==> src/rtl/gbe_pkg.sv <==
// Shared defaults and FSM state encoding for the GbE ARP cache arbiter.
package gbe_pkg;

  localparam int GBE_ADDR_W = 8;
  localparam int GBE_DATA_W = 48;

  // Lookup FSM: IDLE waits for a request, RD is the cycle the RAM returns data.
  localparam logic [0:0] ST_IDLE = 1'b0;
  localparam logic [0:0] ST_RD   = 1'b1;

endpackage

==> src/rtl/gbe_arp_cache_arb.sv <==
// ARP cache RAM arbiter: the CPU attach owns the single-port RAM whenever it
// is active, and next-hop MAC lookups from the tx engine fill the free cycles.
module gbe_arp_cache_arb
  import gbe_pkg::*;
#(
  parameter int ADDR_W       = GBE_ADDR_W,
  parameter int DATA_W       = GBE_DATA_W,
  parameter int MAX_WAIT     = 64,
  parameter int MISS_ON_ZERO = 1
) (
  input  logic              wb_clk_i,
  input  logic              wb_rst_i,
  input  logic              cpu_active,
  input  logic [ADDR_W-1:0] cpu_addr,
  input  logic [DATA_W-1:0] cpu_wr_data,
  input  logic              cpu_wr_en,
  output logic [DATA_W-1:0] cpu_rd_data,
  input  logic              lkp_req,
  input  logic [ADDR_W-1:0] lkp_addr,
  output logic              lkp_ack,
  output logic              lkp_valid,
  output logic [DATA_W-1:0] lkp_data,
  output logic              lkp_miss,
  output logic              lkp_starved,
  output logic [ADDR_W-1:0] ram_addr,
  output logic [DATA_W-1:0] ram_wr_data,
  output logic              ram_wr_en,
  input  logic [DATA_W-1:0] ram_rd_data,
  output logic [15:0]       stat_lkp_cnt,
  output logic [15:0]       stat_defer_cnt
);

  localparam int WAIT_W = $clog2(MAX_WAIT + 1);

  logic              cpu_own;
  logic              issue;
  logic              defer;
  logic              rd_miss;
  logic [0:0]        state;
  logic [0:0]        state_next;
  logic [DATA_W-1:0] data_q;
  logic              miss_q;
  logic [WAIT_W-1:0] wait_cnt;

  // The CPU cannot be stalled, so it takes the RAM in the same cycle it asks.
  assign cpu_own     = cpu_active | cpu_wr_en;
  assign ram_addr    = cpu_own ? cpu_addr : lkp_addr;
  assign ram_wr_data = cpu_wr_data;
  assign ram_wr_en   = cpu_wr_en;
  assign cpu_rd_data = ram_rd_data;

  // A lookup is issued in any cycle the CPU leaves free, including the RD
  // cycle, which gives back-to-back lookups at one per clock.
  assign issue   = ~wb_rst_i & lkp_req & ~cpu_own;
  assign defer   = lkp_req & cpu_own & (state == ST_IDLE);
  assign lkp_ack = issue;

  // Read data is presented live in the RD cycle and held afterwards, so the
  // requester sees its MAC one cycle after the ack.
  assign rd_miss   = (MISS_ON_ZERO != 0) && (ram_rd_data == '0);
  assign lkp_valid = ~wb_rst_i & (state == ST_RD);
  assign lkp_data  = lkp_valid ? ram_rd_data : data_q;
  assign lkp_miss  = lkp_valid ? rd_miss : miss_q;

  // Next-state selection: any issue lands in RD, everything else in IDLE.
  always_comb begin
    state_next = ST_IDLE;
    case (state)
      ST_IDLE: if (issue) state_next = ST_RD;
      ST_RD:   if (issue) state_next = ST_RD;
      default: state_next = ST_IDLE;
    endcase
  end

  // FSM register plus the held copy of the last lookup result.
  always_ff @(posedge wb_clk_i) begin
    if (wb_rst_i) begin
      state  <= ST_IDLE;
      data_q <= '0;
      miss_q <= 1'b0;
    end else begin
      state <= state_next;
      if (lkp_valid) begin
        data_q <= ram_rd_data;
        miss_q <= rd_miss;
      end
    end
  end

  // Wait counter and sticky starvation flag for a request the CPU keeps out.
  always_ff @(posedge wb_clk_i) begin
    if (wb_rst_i) begin
      wait_cnt    <= '0;
      lkp_starved <= 1'b0;
    end else begin
      if (!lkp_req || issue) begin
        wait_cnt <= '0;
      end else if (defer && wait_cnt != WAIT_W'(MAX_WAIT)) begin
        wait_cnt <= wait_cnt + 1'b1;
        if (wait_cnt == WAIT_W'(MAX_WAIT - 1)) lkp_starved <= 1'b1;
      end
    end
  end

  // Statistics: completed lookups wrap, deferred cycles saturate.
  always_ff @(posedge wb_clk_i) begin
    if (wb_rst_i) begin
      stat_lkp_cnt   <= '0;
      stat_defer_cnt <= '0;
    end else begin
      if (lkp_valid) stat_lkp_cnt <= stat_lkp_cnt + 16'd1;
      if (defer && stat_defer_cnt != 16'hFFFF) stat_defer_cnt <= stat_defer_cnt + 16'd1;
    end
  end

endmodule

==> config.mk <==
export PLATFORM = sky130hd
export DESIGN_NAME = gbe_arp_cache_arb
export DESIGN_NICKNAME = d
export VERILOG_FILES = /design/src/rtl/gbe_pkg.sv /design/src/rtl/gbe_arp_cache_arb.sv
export SDC_FILE = /design/constraint.sdc
export NUM_CORES = 1
export LEC_CHECK = 0
export BUFFER_PORTS_ARGS = -buffer_cell sky130_fd_sc_hd__buf_2
export CELL_PAD_IN_SITES_DETAIL_PLACEMENT = 2
export CELL_PAD_IN_SITES_GLOBAL_PLACEMENT = 2
export CORE_UTILIZATION = 23
export DETAILED_ROUTE_END_ITERATION = 10
export PLACE_DENSITY = 0.84
export SLEW_MARGIN = 20
export SYNTH_ARGS = -nofsm -noshare
export SYNTH_HDL_FRONTEND = slang
export SYNTH_SLANG_ARGS = --single-unit
==> constraint.sdc <==
create_clock -name wb_clk_i -period 1.9 [get_ports wb_clk_i]
set_input_delay 0.19 -clock wb_clk_i [delete_from_list [all_inputs] [get_ports wb_clk_i]]
set_output_delay 0.19 -clock wb_clk_i [all_outputs]
set_load 0.01 [all_outputs]
==> flow_metrics.env <==
export IMPL_fin_cells=932
export IMPL_synth_compound_area_share_pct=5.648
export IMPL_dieArea_um2=21580
export IMPL_die_h_um=146.9
export IMPL_avgSynthCellArea_um2=9.396
export IMPL_synth_flop_cell="dfxtp_1"
export IMPL_skew_ps=13.16
export IMPL_syn_area_um2=4830
export IMPL_crit_path_end_kind="output port"
export IMPL_fin_crit_sh_pct=100.2
export IMPL_rsz0062_at_grt="yes"
export IMPL_grt_overflow_total=0
export IMPL_synthArstFlopShare_pct=0
export IMPL_comb_power_share_pct=11.6
export IMPL_grt_pass1_vias=4398
export IMPL_synth_edf_count=0
export IMPL_seq_power_share_pct=46.7
export IMPL_insertedDiodeCount=0
export IMPL_synth_seq_cells=90
export IMPL_muxShareOfSynthArea_pct=13.91
export IMPL_routed_via_density=4.557
export IMPL_period_minus_slack_ps=1903
export IMPL_cts_sinks=90
export IMPL_intPower_mw=3.021
export IMPL_num_nets_final=778
export IMPL_synth_cells=514
export IMPL_finalMaxSlewViolations=0
export IMPL_leakage_nw=2.775
export IMPL_clk_latency_ps=350
export IMPL_ys_warn_count=0
export IMPL_ant_nets=0
export IMPL_core_um2=20430
export IMPL_final_setup_viol_count=2
export IMPL_place_congestion=0.7484
export IMPL_drt_iter0_drc=100
export IMPL_finalHoldViolations=0
export IMPL_start_util_pct=23.64
export IMPL_max_slew_worst_pin_slew_ps=487.7
export IMPL_setup_slack_ps=-3.448
export IMPL_cts_buffers=9
export IMPL_htree_num_levels=3
export IMPL_fillers=2332
export IMPL_cts_hold_buf=0
export IMPL_crit_start="state"
export IMPL_p_per_area_nw_per_um2=647.2
export IMPL_p_switching_mw=1.073
export IMPL_cp_required_ps=1710
export IMPL_cp_arrival_ps=1710
export IMPL_status="finished, violations left"
export IMPL_grt_start_max_net_pins=42
export IMPL_antenna_found_initial=0
export IMPL_clock_path_buffers=2
export IMPL_track_usage_pct=14.81
export IMPL_min_from="cpu_active"
export IMPL_critPathKind="reg2out"
export IMPL_firstDrtPassIters=4
export IMPL_clockRootBuffer="clkbuf_16"
export IMPL_slew_headroom_pct=67.48
export IMPL_syn2layout_area_growth_pct=30.96
export IMPL_vdd_drop_max_uv=388.2
export IMPL_syn_nets=635
export IMPL_rrSetupSlack_ps=120
export IMPL_wire_per_inst_um=17.96
export IMPL_yosys_area_share_simple_pct=21.71
export IMPL_clockPowerShare_pct=41.7
export IMPL_drv_cap=0
export IMPL_r2r_start="state"
export IMPL_ys_seq_area_share_pct=37.31
export IMPL_timing_critical_path_from_type="flop"
export IMPL_synth_xor_area_share_pct=2.720
export IMPL_switching_share_pct=26.21
export IMPL_fmaxAchievable_mhz=525.4
export IMPL_vias=4247
export IMPL_critical_path_max_fanout=9
export IMPL_hold_path_class="in2reg"
export IMPL_cts_tree="built"
export IMPL_grt_pass1_wl_um=24650
export IMPL_numPortBuffers=209
export IMPL_synth_cell_type_count=46
export IMPL_ios=306
export IMPL_drt_total_wl_um=16740
export IMPL_place_inst=907
export IMPL_clk_pin_slew_ps=70
export IMPL_fp_row_count=52
export IMPL_synth_fa_ha_area_share_pct=1.036
export IMPL_utilization_pct=30.96
export IMPL_synth_top_family_by_area="simple AND/OR/NAND/NOR gates"
export IMPL_failed_checks="setup timing"
export IMPL_drive_above_1_share_pct=50.45
export IMPL_die_width_um=146.9
export IMPL_hpwlAfterDp_um=12120
export IMPL_remaining_drc_errors=0
metrics by stage:
stage / setup TNS, ps / power [mW] / setup slack [ps] / cell area [um2] / hold WS (ps)
final: -5.966 / 4.094 / -3.448 / 6325 / 102.6
after global placement: -5.912 / 2.383 / -5.912 / 5653 / 380.1
after global routing: -1796 / 4.299 / -78.13 / 6325 / 90.71
after floorplan: 0 / 2.314 / 174.6 / 4830 / 267.3
after CTS: -512.1 / 4.163 / -33.96 / 6075 / 85.44
after detailed placement: -39.37 / 2.398 / -39.37 / 5653 / 380.1
per-layer routing:
metal	vias to the layer above	global-route usage, %	share of wire [%]
met5	-	0	0
met4	0	5.361	1.1
met3	20	4.503	7.2
met2	185	26.23	51
met1	2055	16.70	40
li1	1987	-	-
registers in the layout (all words and copies together), names as in the netlist:
signal / flops
stat_lkp_cnt: 16
wait_cnt: 7
miss_q: 1
state: 1
stat_defer_cnt: 16
data_q: 48
lkp_starved: 1
final timing paths:
kind / endpoint / cells after the start
setup / recovery: lkp_data[21] / 5
hold / removal: state / 2
setup reg to reg: stat_defer_cnt[15] / 5
hold reg to reg: lkp_starved / 2
layout by cell type (no fill, tap or decap), drive strengths merged, types with 2 or more instances in the layout:
master    n
o21ai     8
or4      10
nand3b    2
xnor2    11
inv      14
nor3      7
nand2    15
xor2      4
ha        4
nor4b     5
clkbuf   12
mux2     57
nand2b    5
nor2     23
and3      2
a21oi    17
or3       5
o41ai     3
o31ai     9
buf     247
nand3     9
and4      2
or4b      2
nor4     18
mux2i     3
nor2b    52
nand4    12
dfxtp    90
clkinv    2
power groups by stage:
stage / sequential, mW / clock, mW / combinational [mW]
final: 1.91 / 1.71 / 0.475
after CTS: 1.91 / 1.79 / 0.456
after global placement: 1.96 / 0 / 0.427
after detailed placement: 1.96 / 0 / 0.440
after global routing: 1.91 / 1.87 / 0.513
after floorplan: 1.96 / 0 / 0.357
cells in the mapped netlist, types with 3 or more instances:
master	instances	area share, %
or3_1	5	0.65
mux2_2	57	13
or4_1	9	1.4
nand3_1	9	0.93
mux2i_1	3	0.62
o31ai_1	9	1.4
o41ai_1	3	0.54
nor4b_1	5	0.91
nor2b_1	52	6.7
o21ai_0	6	0.62
xor2_1	4	0.73
nand2_1	15	1.2
buf_2	7	0.73
ha_1	4	1.0
clkbuf_1	10	0.78
buf_4	97	15
dfxtp_1	90	37
xnor2_1	11	2.0
a21oi_1	17	1.8
inv_1	12	0.93
nand2b_1	5	0.65
nor4_1	18	2.3
nand4_1	10	1.3
nor3_1	7	0.73
nor2_1	23	1.8
timing repair:
action,4_1_cts,5_1_grt
setup buffers,4,2
cloned,2,1
pin swaps,1,1
resized for setup,19,41
setup endpoints to repair,49,53
kinds of logic (layout without fill, tap and decap cells):
group,Yosys count,count (layout)
multiplexers,60,60
flip-flops,90,90
AND/OR/NAND/NOR,174,174
XOR/XNOR,15,15
adder cells (fa/ha/maj),4,4
buffers and inverters,128,276
AO/OA/AOI/OAI,43,43
critical path: stages, from the launching register on:
cell and delay [ps]:
dfxtp_4 360, nor2b_4 190, buf_6 150, clkbuf_16 160, mux2_2 350, buf_2 150
cell type report:
class	count	area, um2	share of cell area [%]
multi-input combinational	296	2302	36.40
clock inverter	5	38.79	0.6133
timing repair buffer	248	1563	24.71
sequential	90	1805	28.55
tap	270	337.8	5.341
inverter	12	45.04	0.7122
clock buffer	11	232.7	3.680
Note: power is estimated with default switching activity, not from simulation.
